<file path="config.mk">
export PLATFORM = sky130hd
export DESIGN_NAME = model_arb_flat
export DESIGN_NICKNAME = d
export VERILOG_FILES = /design/src/rtl/model_arb_if.sv /design/src/rtl/model_arb.sv /design/src/flat_wrapper.sv
export SDC_FILE = /design/constraint.sdc
export NUM_CORES = 1
export LEC_CHECK = 0
export ABC_AREA = 0
export CORE_MARGIN = 2
export CORE_UTILIZATION = 39
export CTS_CLUSTER_SIZE = 8
export DETAILED_ROUTE_END_ITERATION = 10
export GPL_TIMING_DRIVEN = 0
export PLACE_DENSITY = 0.76
export SYNTH_ARGS = -nofsm -noshare
export SYNTH_HDL_FRONTEND = slang
export SYNTH_SLANG_ARGS = --single-unit
</file>
<file path="constraint.sdc">
create_clock -name clk -period 1.59 [get_ports clk]
set_clock_uncertainty 0.1 [all_clocks]
set_input_delay 0.3975 -clock clk [delete_from_list [all_inputs] [get_ports clk]]
set_output_delay 0.3975 -clock clk [all_outputs]
set_load 0.01 [all_outputs]
</file>
<file path="src/rtl/model_arb_if.sv">
// Bundle of the two requester channels, the model datapath tap and the response
// channel shared by model_arb and whatever drives it.
interface model_arb_if #(
   parameter int WIDTH = 8
);
   logic             a_valid;
   logic [WIDTH-1:0] a_data;
   logic             a_ready;
   logic             b_valid;
   logic [WIDTH-1:0] b_data;
   logic             b_ready;
   logic [WIDTH-1:0] model_in;
   logic [WIDTH-1:0] model_out;
   logic             rsp_valid;
   logic             rsp_id;
   logic [WIDTH-1:0] rsp_data;
   logic             rsp_ready;
   logic             busy;

   modport slave (
      input  a_valid, a_data, b_valid, b_data, model_out, rsp_ready,
      output a_ready, b_ready, model_in, rsp_valid, rsp_id, rsp_data, busy
   );

   modport master (
      output a_valid, a_data, b_valid, b_data, model_out, rsp_ready,
      input  a_ready, b_ready, model_in, rsp_valid, rsp_id, rsp_data, busy
   );
endinterface

</file>
<file path="src/rtl/model_arb.sv">
// Round-robin front end that time-shares one model datapath between requesters
// A and B, one outstanding sample at a time, with a tagged response channel.
module model_arb #(
   parameter int WIDTH = 8,
   parameter int LAT   = 1
) (
   input logic        clk,
   input logic        rst_n,
   model_arb_if.slave bus
);

   typedef enum logic [1:0] {
      IDLE = 2'd0,
      WAIT = 2'd1,
      RESP = 2'd2
   } state_t;

   state_t           r_state;
   logic             r_last;
   logic [3:0]       r_cnt;
   logic [WIDTH-1:0] r_modelIn;
   logic             r_rspValid;
   logic             r_rspId;
   logic [WIDTH-1:0] r_rspData;

   logic             w_idle;
   logic             w_grantA;
   logic             w_grantB;
   logic             w_accept;
   logic [WIDTH-1:0] w_acceptData;

   // B wins when it is alone, or when both ask and A was served last.
   assign w_idle       = (r_state == IDLE);
   assign w_grantB     = bus.b_valid && (!bus.a_valid || !r_last);
   assign w_grantA     = bus.a_valid && !w_grantB;
   assign w_accept     = w_idle && (bus.a_valid || bus.b_valid);
   assign w_acceptData = w_grantB ? bus.b_data : bus.a_data;

   // Readies are gated by rst_n so they read 0 while reset is held.
   assign bus.a_ready   = rst_n && w_idle && w_grantA;
   assign bus.b_ready   = rst_n && w_idle && w_grantB;
   assign bus.busy      = (r_state != IDLE);
   assign bus.model_in  = r_modelIn;
   assign bus.rsp_valid = r_rspValid;
   assign bus.rsp_id    = r_rspId;
   assign bus.rsp_data  = r_rspData;

   always_ff @(posedge clk or negedge rst_n) begin
      if (!rst_n) begin
         r_state    <= IDLE;
         r_last     <= 1'b1;
         r_cnt      <= 4'd0;
         r_modelIn  <= '0;
         r_rspValid <= 1'b0;
         r_rspId    <= 1'b0;
         r_rspData  <= '0;
      end else begin
         case (r_state)
            IDLE: begin
               if (w_accept) begin
                  r_modelIn <= w_acceptData;
                  r_rspId   <= w_grantB;
                  r_last    <= w_grantB;
                  r_cnt     <= 4'(LAT);
                  r_state   <= WAIT;
               end
            end
            WAIT: begin
               if (r_cnt != 4'd0) begin
                  r_cnt <= r_cnt - 4'd1;
               end else begin
                  r_rspData  <= bus.model_out;
                  r_rspValid <= 1'b1;
                  r_state    <= RESP;
               end
            end
            RESP: begin
               if (bus.rsp_ready) begin
                  r_rspValid <= 1'b0;
                  r_state    <= IDLE;
               end
            end
            default: r_state <= IDLE;
         endcase
      end
   end

endmodule

</file>
<file path="src/flat_wrapper.sv">
// flat-port wrapper written by rule: the top's interface ports become plain ports
module model_arb_flat 
#(
   parameter int WIDTH = 8,
   parameter int LAT   = 1
)
  (clk, rst_n, bus_a_valid, bus_a_data, bus_b_valid, bus_b_data, bus_model_out, bus_rsp_ready, bus_a_ready, bus_b_ready, bus_model_in, bus_rsp_valid, bus_rsp_id, bus_rsp_data, bus_busy);
  model_arb_if #(.WIDTH(WIDTH)) bus_i ();
  input logic clk;
  input logic rst_n;
  input wire logic [$bits(bus_i.a_valid)-1:0] bus_a_valid;
  input wire logic [$bits(bus_i.a_data)-1:0] bus_a_data;
  input wire logic [$bits(bus_i.b_valid)-1:0] bus_b_valid;
  input wire logic [$bits(bus_i.b_data)-1:0] bus_b_data;
  input wire logic [$bits(bus_i.model_out)-1:0] bus_model_out;
  input wire logic [$bits(bus_i.rsp_ready)-1:0] bus_rsp_ready;
  output wire logic [$bits(bus_i.a_ready)-1:0] bus_a_ready;
  output wire logic [$bits(bus_i.b_ready)-1:0] bus_b_ready;
  output wire logic [$bits(bus_i.model_in)-1:0] bus_model_in;
  output wire logic [$bits(bus_i.rsp_valid)-1:0] bus_rsp_valid;
  output wire logic [$bits(bus_i.rsp_id)-1:0] bus_rsp_id;
  output wire logic [$bits(bus_i.rsp_data)-1:0] bus_rsp_data;
  output wire logic [$bits(bus_i.busy)-1:0] bus_busy;
  assign bus_i.a_valid = bus_a_valid;
  assign bus_i.a_data = bus_a_data;
  assign bus_i.b_valid = bus_b_valid;
  assign bus_i.b_data = bus_b_data;
  assign bus_i.model_out = bus_model_out;
  assign bus_i.rsp_ready = bus_rsp_ready;
  assign bus_a_ready = bus_i.a_ready;
  assign bus_b_ready = bus_i.b_ready;
  assign bus_model_in = bus_i.model_in;
  assign bus_rsp_valid = bus_i.rsp_valid;
  assign bus_rsp_id = bus_i.rsp_id;
  assign bus_rsp_data = bus_i.rsp_data;
  assign bus_busy = bus_i.busy;
  model_arb #(.WIDTH(WIDTH), .LAT(LAT)) u_core (.clk(clk), .rst_n(rst_n), .bus(bus_i));
endmodule
</file>
==> metrics.txt <==
outcome finished with violations; violated checks negative setup slack; clock share of power under 10%; row count 20; syn avg cell area approximately 11 um^2; clk buf depth 2; CP max FO 3; Area after DPL roughly 1800 um^2; Compound-Gate Fraction of Synth Area roughly a fifth; clk_lat worst skew approximately 0.31 ns; critical path endpoint category primary output; Final period util 114.9%; die height around 61 um; largest family of logic cells by synthesized area compound AO/OA/AOI/OAI gates; CP Data Required Time 1.09 ns; initial DRC count 43; antenna violations before repair 0; FMAX 0.5473 GHz; share of cells above drive strength 1 between 30% and 40%; adder-cell share of the synthesized area approximately 2.0%; unrepaired setup endpoints after global routing true; Final #Nets roughly 220; critical setup path kind register to primary output; IO Port Bufs 49; Synth Area in Simple Gates between 10% and 20%; asr flop ratio synth 100.0%; P&R area growth vs syn 65.61%; Mapped Area about 1300 um^2; Initial Utilization roughly 41%; Die ar. approximately 3700 um^2; min Tclk post-route 1.827 ns; Synth Net Count ~140; ANT cells 0; vias in the first global route roughly 1200; Yosys top cell area share 47.43%; fin util between 60% and 70%; Post-Route WL 3489 um; CTS clock-pin slew for the worst setup and hold paths around 0.13 ns; Worst slew margin 27.39%; endpoints failing setup 4; number of enable flip-flop cells after synthesis 0; Fin. Hold Viols 0; CP arrival about 1.3 ns; max_cap viols 0; NetSw 1427 uW; multiplexer area fraction after synthesis under 10%; P_int between 2000 and 2500 uW; post-DR wirelength/cell 14.85 um; area leader, netlist dfrtp_1; start point of the critical path u_core.r_last$_DFFE_PN1P_; DRT Pass-1 Iters 4; Synth Register Bits 25; Synth Area in XOR/XNOR 0%; worst hold path class input pin to async pin; switching share of power a little under two fifths; combinational share of power about three fifths; CTS sink count 25; RePlAce Congestion ~0.71; Synth cell types 37; I/O Pins 50; width of the die about 61 um; CTS tree built; first-pass GRT wire length between 5000 and 6000 um; Core Box Area about 3000 um^2; Post-DP HPWL 2072 um; Gate Count Post-Synth 113; antenna viol nets, final 0; gr ovfl total 0; setup ws final -0.2373 ns; CTS root buf clkbuf_4; r2r startpoint u_core.r_cnt[1]$_DFFE_PN0P_; startpoint type of the worst setup path register; largest cells by area after synthesis dfrtp_1 (47%), mux2_2 (7.1%), a31oi_2 (6.9%); Num CTS Buffers 3; Synth Warn # 0; pin count of the biggest net entering global routing 25; most frequent cells after synthesis dfrtp_1 (24), nand2_1 (18), a21oi_1 (11); Top FF cell, synth dfrtp_1; R2R cell count 7; gr usage total about a fifth; Worst Max-Slew Pin Slew roughly 1.1 ns; Final Max Slew Viols 0; PwrDens approximately 1800 nW/um^2; CTS H-tree depth 1; register area share after synthesis between 40 and 50%; sequential share of power just over 30%; most common cell in the synthesized netlist dfrtp_1; Worst VDD drop approximately 750 uV; DRC 0; P_leak roughly 0.00093 uW; via count 1164; Via density ~5.0; Final Instance Area 2097 um^2
==> metrics by stage <==
| stage | setup TNS (ns) | power (uW) | instances | hold WS [ns] | worst slack (ns) |
|---|---|---|---|---|---|
| finish | -0.6594 | 3802 | 235 | 0.3917 | -0.2373 |
| detailed placement | -16.00 | 3052 | 206 | 0.3886 | -1.503 |
| global placement | -14.71 | 2980 | 206 | 0.3749 | -1.481 |
| CTS | -2.734 | 3574 | 228 | 0.4172 | -0.2654 |
| floorplan | 0 | 2264 | 113 | 0.001909 | 0.009550 |
| global route | -0.8817 | 4060 | 235 | 0.4368 | -0.2991 |
==> state kept, by name, summed over array words and instances (netlist names) <==
name / count
u_core.r_state: 2
u_core.bus.rsp_id: 1
u_core.bus.model_in: 8
u_core.r_cnt: 4
u_core.bus.rsp_valid: 1
u_core.r_last: 1
u_core.bus.rsp_data: 8
==> cell type report <==
| class | instances | area, um^2 |
|---|---|---|
| Timing Repair Buffer | 75 | 678.2 |
| Buffer | 2 | 22.52 |
| Inverter | 6 | 22.52 |
| Multi-Input combinational cell | 79 | 664.4 |
| Tap cell | 44 | 55.05 |
| Clock buffer | 4 | 26.28 |
| Fill cell | 264 | 980.9 |
| Sequential cell | 25 | 628.1 |
==> routing by layer <==
layer | wire [um] | GRT usage, %
met1 | 1398 | 23.49
met4 | 39 | 5.280
met2 | 1831 | 35.79
met3 | 220 | 4.264
met5 | 0 | 0
==> worst max-delay path, cell delays in order (launching register included) <==
cell and delay, ns:
dfstp_2 0.58, a21boi_4 0.06, buf_4 0.16, nor2_4 0.10, buf_2 0.13
==> cell usage in the layout (no fill, tap or decap), types with 7 or more instances in the layout <==
| cell | n |
|---|---|
| a21oi_1 | 11 |
| a31oi_2 | 7 |
| buf_4 | 21 |
| buf_6 | 8 |
| clkdlybuf4s50_1 | 25 |
| dfrtp_1 | 23 |
| dlygate4sd2_1 | 20 |
| mux2_2 | 8 |
| nand2_1 | 18 |
==> power by group through the flow <==
stage	Combinational (uW)	Clock [uW]	Sequential, uW
after floorplan	984	0	1280
after global placement	1790	0	1190
after detailed placement	1850	0	1210
after CTS	2120	287	1160
after global routing	2530	308	1220
final	2350	283	1170
==> cell families after synthesis <==
kind of cell,count (synthesis)
and+or+nand+nor,35
adders and majority gates,2
muxes,9
AOI/OAI and AO/OA,31
buffers and inverters,11
DFF,25
==> repair_timing <==
item,4_1_cts,5_1_grt
gates cloned,1,1
hold endpoints to repair,24,0
pin swaps,4,6
buffers inserted,16,8
hold buffers,2,0
endpoints found under the setup margin,39,46
gates resized for setup,57,9
==> final timing paths <==
| check | slack [ns] | end |
|---|---|---|
| min in group clk | 0.41 | u_core.bus.rsp_data[6]$_DFFE_PN0P_ |
| worst max-delay path | -0.24 | bus_a_ready |
| worst min-delay path | 0.39 | u_core.bus.rsp_data[2]$_DFFE_PN0P_ |
| worst max register to register | 0 | u_core.r_cnt[1]$_DFFE_PN0P_ |
| worst min register to register | 0.41 | u_core.bus.rsp_data[6]$_DFFE_PN0P_ |
| max in group asynchronous | 0.28 | u_core.r_state[1]$_DFFE_PN0P_ |
No activity file was read; power rests on OpenSTA's default activity.
